--- src/rtl/regfile_wb_queue.sv ---
// Write-back queue in front of the 32x32 register file write port.
// Buffers {addr, data} write-back requests in a circular FIFO and drains at most one per
// cycle into the register file. Optional read-after-write forwarding on both read ports
// is built when the macro WBQ_FORWARD_EN is defined; otherwise the read data passes
// straight through from the register file.
module regfile_wb_queue #(
  parameter int unsigned DEPTH  = 4,
  parameter int unsigned DATA_W = 32,
  parameter int unsigned ADDR_W = 5
) (
  input  logic                         clk,
  input  logic                         reset,
  input  logic                         in_valid,
  input  logic [ADDR_W-1:0]            in_addr,
  input  logic [DATA_W-1:0]            in_data,
  output logic                         in_ready,
  input  logic                         wr_hold,
  output logic [DATA_W-1:0]            wrData,
  output logic [ADDR_W-1:0]            wrAddr,
  output logic                         write,
  input  logic [ADDR_W-1:0]            rdAddrA,
  input  logic [ADDR_W-1:0]            rdAddrB,
  input  logic [DATA_W-1:0]            rfDataA,
  input  logic [DATA_W-1:0]            rfDataB,
  output logic [DATA_W-1:0]            fwdDataA,
  output logic [DATA_W-1:0]            fwdDataB,
  output logic [$clog2(DEPTH+1)-1:0]   count,
  output logic                         full,
  output logic                         empty
);

  localparam int unsigned PTR_W = $clog2(DEPTH);
  localparam int unsigned CNT_W = $clog2(DEPTH + 1);

  // Entry storage; contents are only meaningful while occupied, so no reset.
  logic [ADDR_W-1:0] entryAddr [DEPTH];
  logic [DATA_W-1:0] entryData [DEPTH];

  logic [PTR_W-1:0] headPtr_q, headPtr_d;
  logic [PTR_W-1:0] tailPtr_q, tailPtr_d;
  logic [CNT_W-1:0] count_q, count_d;

  logic push;
  logic pop;

  // Status flags come from registered occupancy only.
  assign full     = (count_q == CNT_W'(DEPTH));
  assign empty    = (count_q == '0);
  assign count    = count_q;
  assign in_ready = !full;

  // A pop does not free a slot for a push in the same cycle.
  assign push = in_valid && !full;

  // Drain outputs depend only on registered state and wr_hold.
  assign write  = !empty && !wr_hold;
  assign pop    = write;
  assign wrAddr = empty ? '0 : entryAddr[headPtr_q];
  assign wrData = empty ? '0 : entryData[headPtr_q];

  // Next-state for pointers and occupancy; pointers wrap naturally (DEPTH is a power of two).
  always_comb begin
    headPtr_d = headPtr_q;
    tailPtr_d = tailPtr_q;
    count_d   = count_q;
    if (push) begin
      tailPtr_d = tailPtr_q + PTR_W'(1);
    end
    if (pop) begin
      headPtr_d = headPtr_q + PTR_W'(1);
    end
    unique case ({push, pop})
      2'b10:   count_d = count_q + CNT_W'(1);
      2'b01:   count_d = count_q - CNT_W'(1);
      default: count_d = count_q;
    endcase
  end

  // Pointer and occupancy state; reset discards every queued entry immediately.
  always_ff @(posedge clk or negedge reset) begin
    if (!reset) begin
      headPtr_q <= '0;
      tailPtr_q <= '0;
      count_q   <= '0;
    end else begin
      headPtr_q <= headPtr_d;
      tailPtr_q <= tailPtr_d;
      count_q   <= count_d;
    end
  end

  // Capture an accepted request into the tail entry.
  always_ff @(posedge clk) begin
    if (push) begin
      entryAddr[tailPtr_q] <= in_addr;
      entryData[tailPtr_q] <= in_data;
    end
  end

`ifdef WBQ_FORWARD_EN
  // Forwarding: walk occupied entries oldest to youngest so the youngest match wins.
  // The head entry is included even while it is being written this cycle.
  always_comb begin
    fwdDataA = rfDataA;
    fwdDataB = rfDataB;
    for (int unsigned i = 0; i < DEPTH; i++) begin
      logic [PTR_W-1:0] idx;
      idx = headPtr_q + PTR_W'(i);
      if (CNT_W'(i) < count_q) begin
        if (entryAddr[idx] == rdAddrA) begin
          fwdDataA = entryData[idx];
        end
        if (entryAddr[idx] == rdAddrB) begin
          fwdDataB = entryData[idx];
        end
      end
    end
  end
`else
  // No forwarding: the consumer stalls reads of registers with pending writes.
  logic unusedRdAddr;
  assign unusedRdAddr = ^{rdAddrA, rdAddrB};
  assign fwdDataA     = rfDataA;
  assign fwdDataB     = rfDataB;
`endif

endmodule

--- config.mk ---
export PLATFORM = sky130hd
export DESIGN_NAME = regfile_wb_queue
export DESIGN_NICKNAME = d
export VERILOG_FILES = /design/src/rtl/regfile_wb_queue.sv
export SDC_FILE = /design/constraint.sdc
export NUM_CORES = 1
export LEC_CHECK = 0
export ABC_CLOCK_PERIOD_IN_PS = 2150
export CORE_MARGIN = 10
export CORE_UTILIZATION = 41
export DETAILED_ROUTE_END_ITERATION = 10
export PLACE_DENSITY = 0.76
export SETUP_SLACK_MARGIN = 0.15
export SYNTH_ARGS = -nofsm -noshare
export SYNTH_HDL_FRONTEND = slang
export SYNTH_SLANG_ARGS = --single-unit
--- constraint.sdc ---
create_clock -name clk -period 2.15 [get_ports clk]
set_input_delay 0.215 -clock clk [delete_from_list [all_inputs] [get_ports clk]]
set_output_delay 0.215 -clock clk [all_outputs]
set_load 0.03 [all_outputs]
# Yosys cells after proc, flatten, opt, wreduce, memory -nomap -nowiden
# Memory sizes are Yosys's and may differ from the RTL's.
# Index checks and enable logic that the tools add are counted.
# word_totals
mem_bits_rw,148
register_bits,7
n_memories,2
latchBits,0
input_bits,115
mem_bits_ro,0
# classes
n_reduce_logical,7
n_mux,5
n_addsub,4
n_mul,0
bitwise_logic,0
n_eq_ne,3
magnitude_cmp,0
shift,0
div,0
# mem_list
memory,depth,width,read_ports,rd_clocked_by_memory_dff,write_ports,line_no,source
entryData,4,32,1,0,1,37,logic [DATA_W-1:0] entryData [DEPTH];
entryAddr,4,5,1,0,1,36,logic [ADDR_W-1:0] entryAddr [DEPTH];
# ops
cell,count
two-way mux 32 bit,1
one-hot mux 3 bit (2 select lines),1
two-way mux 5 bit,1
"adder 2 x 1 -> 2 bit, second input constant",2
"adder 3 x 1 -> 3 bit, second input constant",1
"equality test 3 bit, second input constant",1
logical NOT 1 bit,3
logical NOT 3 bit,1
"subtractor 3 x 1 -> 3 bit, second input constant",1
"equality test 2 x 1 -> 1 bit, second input constant",1
"equality test 2 bit, second input constant",1
logical AND 1 bit,2
two-way mux 1 bit,2
nonzero test 2 bit,1

# Depth between registers and ports, before layout
# logic_depth
ltp_word,5
mapped_depth,11
mapped_depth_nobuf,11

# Least setup slack after synthesis
# Ideal clock, no wire load.
# synth_timing
path_kind,register to register
from,"register count_q[0], in the netlist count[0]"
to,"memory entryAddr[0][0], enable pin"
path_slack_ns,-0.660
required_time_ns,1.752
path_stages_with_launch,6
arrival_ns,2.412
path_cell_list,dfrtp_1 -> inv_1 -> nand3_1 -> inv_1 -> nor2b_2 -> and2_1
# synth_between
elab_chain_cells,5
# synth_lines
item,line_no,source
from (decl),41,"logic [CNT_W-1:0] count_q, count_d;"
from (signal assigned),88,count_q <= count_d;
equality test 3 bit,47,assign full = (count_q == CNT_W'(DEPTH));
logical NOT 1 bit,n/a,
net in_ready,16,"output logic in_ready,"
logical AND 1 bit,53,assign push = in_valid && !full;
two-way mux 1 bit,94,if (push) begin
two-way mux 1 bit (not written as such),95,entryAddr[tailPtr_q] <= in_addr;
to (decl),36,
# The timed path passes the listed nets, and every way through them passes these cells.

# Worst setup path after layout
# layout_timing
from,register headPtr_q[0]
to,output port wrData[1]
# layout_between
elab_chain_cells,2
# layout_lines
item,line_no,source
from (decl),39,"logic [PTR_W-1:0] headPtr_q, headPtr_d;"
from (signal assigned),86,headPtr_q <= headPtr_d;
memory (4 x 32 bit),n/a,
two-way mux 32 bit,59,assign wrData = empty ? '0 : entryData[headPtr_q];
to (decl),18,"output logic [DATA_W-1:0] wrData,"
# Every way passes these cells.

==> impl_summary.txt <==
----------------------------------------------------
[Worst setup path]
  Required time of the critical path ... 1930 ps
  Critical path startpoint category ... flip-flop
  Data arrival time of the critical path ... 1960 ps
  Worst-path cell chain ... buf_12 -> buf_12 -> mux4_2 -> nor2b_4 -> buf_12
  Cell repeated most along the worst path ... buf_12
  Worst setup path category ... reg2out
  Highest fanout seen on the critical path ... 8
  Count of buffering cells on the critical path with inverters included ... 3
  Crit. End Element ... output pin
  Maximum cell stage delay along the critical path ... 500 ps
  Cell type of the slowest stage on the worst timing path ... mux4_2
  Top cell family by delay on the critical path ... multiplexers

[Global routing]
  Maximum number of pins on one net before global-route repair ... 38
  GRT Total Usage ... 14.2%
  Met2 track demand over resource ... 25.2%
  Global Route met3 Usage ... 6.46%
  Overflow left after global routing ... 0
  Via count of the first global-routing pass ... 3,334
  Initial antenna violation count ... 0
  Met1 capacity usage during global routing ... 13.5%
  Wire length of the first global-routing pass ... 22.2 mm
  Most used routing layer ... met2

[Die]
  Die area ... 21,200 sq um
  FP Rows ... 45
  Core Footprint ... 15,300 sq um
  Initial Util ... 42.3%
  Overall die height ... 146 um
  Die outline width ... 146 um
  Number of top-level pins ... 223

[STA]
  Peak Freq ... 0.459 GHz
  Time the final worst path needs with I/O delays and setup ... 2180 ps
  Final clock period utilization by the worst path ... 101%
  RSZ-0062 raised after global routing ... yes
  Final worst clock skew ... 8.35 ps
  Final setup violation count ... 23
  Final number of max-transition violations ... 0
  Final setup slack of the worst path ... -28.6 ps
  Number of hold violations in the final report ... 0
  Worst-margin pin slew ... 349 ps
  Max_slew headroom ... 76.7%

[Finish]
  Number of nets in the layout ... 511
  Layout area overhead ... 27.7%
  Antenna Diode Count ... 0
  Final Instance Area ... 8270 sq um
  Share of post-route cells with drive strength above 1 ... 41.9%
  Post-layout util ... 54.0%

[Logic synthesis]
  Adder and majority gate portion of the synthesized area ... 1.27%
  Cell taking the most area after synthesis ... edfxtp_1
  Parity-gate share of the synthesized area counting xor and xnor cells ... 0.811%
  Sequential cell area fraction in the yosys report ... 71.3%
  Most frequently used cell type in the post-synthesis netlist ... edfxtp_1
  Dominant combinational cell family by area after synthesis ... multiplexers
  Synthesized instance count ... 336
  Share of synthesized area spent on multiplexers ... 13.2%
  Leading post-synthesis cells by instance count ... edfxtp_1 (148), buf_4 (66), mux4_2 (37), nor2b_1 (37)
  Share of the synthesized area in compound gates (AO/OA/AOI/OAI) ... 0%
  Number of distinct standard cells referenced by the synthesized netlist ... 21
  Share of synthesized flip-flops with an asynchronous set or reset ... 4.52%
  Synthesized-area fraction occupied by and/or/nand/nor cells ... 4.48%
  Synthesized area ... 6480 sq um
  Leading cell types by total area after synthesis ... edfxtp_1 (69%), mux4_2 (13%), buf_4 (7.6%)
  Area share of the leading cell type in the synthesized netlist ... 68.6%
  Yosys warns ... 0
  Mean area per synthesized cell ... 19.3 sq um
  Prevailing post-synth register cell ... edfxtp_1
  Net count after synthesis ... 457
  Count of flip-flops with a built-in enable after synthesis ... 148
  Register bit count reported by yosys ... 155

[CTS]
  TritonCTS Sinks ... 155
  Number of buffers added to fix hold violations after cts ... 0
  Number of buffers on the longest clock path ... 2
  Inserted Clock Buffers ... 17
  H-tree levels ... 4
  Clock root buffer ... clkbuf_16
  Worst-skew pair later-pin latency ... 420 ps
  Clock-pin slew on the worst setup and hold paths ... 60 ps
  CTS tree ... yes

[Drt]
  Detailed-route wire length per cell ... 24.7 um
  Avg Vias per Cell ... 5.01
  Post-detailed-route count of antenna-violating nets ... 0
  Via count ... 3,076
  First-pass detailed-route iteration total ... 4
  Detailed Route WL ... 15.2 mm
  DRC ... 0
  1st-iter DRT viols ... 157

[Placement]
  Placed wire-length estimate after detailed placement ... 10.1 mm
  Input/output buffers ... 84
  GPL Wtd Cong ... 0.716
  Instance area at placement ... 7280 sq um

[Power]
  Worst VDD drop ... 832 uV
  Power per standard cell area ... 1630 nW/um^2
  Leakage component of the power ... 2.90 nW

[Job]
  Number of maximum-capacitance violations ... 0

[Min path]
  Worst hold-check path type ... in2async

[Run status]
  Violated checks ... negative setup slack
  Result of the run ... finished with violations

----------------------------------------------------
-- through the flow --
stage	hold slack, ps	setup WS [ps]	instances	setup TNS, ps	power, mW
2_1_floorplan	-80.6	150	336	0	7.76
3_3_place_gp	430	85.3	568	0	9.65
3_5_place_dp	430	82.3	568	0	9.73
4_1_cts	33.9	-89.4	607	-1270	13.2
5_1_grt	65.9	-106	614	-2300	14.1
6_report	49.9	-28.6	614	-347	13.5
-- timing repair --
| action | 4_1_cts | 5_1_grt |
|---|---|---|
| cloned | 3 | 0 |
| resized for setup | 115 | 48 |
| setup buffers | 4 | 7 |
| endpoints found under the setup margin | 40 | 40 |
| pin swaps | 1 | 2 |
| endpoints found under the hold margin | 0 | 0 |
-- layer usage --
layer	wire [um]	part of all wire [%]
met3	1270	8.3
met5	0	0
met4	547	3.6
met2	8570	56
met1	4790	32
-- flip-flops by register name, summed over array words and instances, names as in the netlist --
signal,count
entryAddr,20
headPtr_q,2
count,3
tailPtr_q,2
entryData,128
-- layout make-up --
type,count,area (sq um)
clock buffers,18,429
well taps,211,264
inverters,7,33.8
repair buffers,111,1270
fillers,1211,7040
flip-flops and latches,155,4630
multi-input cells,98,1460
clock inverters,14,195
-- cells in the final DEF, fill, tap and decap left out, types with 2 or more instances in the layout --
cell               n
and2_2             4
buf_12            13
buf_16             2
buf_4             23
buf_6             19
bufinv_16          4
clkbuf_16         17
clkdlybuf4s15_2    5
clkdlybuf4s50_1   43
clkinv_2           2
clkinv_4           2
clkinvlp_4         4
dfrtp_1            2
dfrtp_2            5
dlygate4sd2_1      2
edfxtp_1         148
ha_1               4
inv_1              2
inv_2              3
inv_6              3
mux4_2            37
nor2b_1           21
nor2b_4           17
xnor2_1            2
xor2_1             4
-- kinds of logic (layout without fill, tap and decap cells) --
logic type    after synthesis  after routing
simple gates               47             47
xor+xnor                    6              6
fa+ha+maj                   6              6
mux                        39             39
flops                     155            155
buf+inv                    83            150
-- path summary, 6_finish.rpt --
kind | start | end | slack [ps] | cells past startpoint
max | headPtr_q[0] | wrData[1] | -30 | 5
min | reset | tailPtr_q[1] | 50 | 1
max reg2reg | count[0] | count[2] | 240 | 12
min reg2reg | count[2] | count[2] | 550 | 1
max in group asynchronous | reset | count[0] | 1840 | 1
min in group clk | in_data[5] | entryData[2][5] | 420 | 1
-- power breakdown --
part           total (mW)  leakage, nW  switching (mW)  internal (mW)
Clock                3.12        0.293            1.17           1.95
Combinational        6.18         1.18            3.16           3.02
Sequential           4.21         1.43           0.201           4.01
No activity file was read; power rests on OpenSTA's default activity.
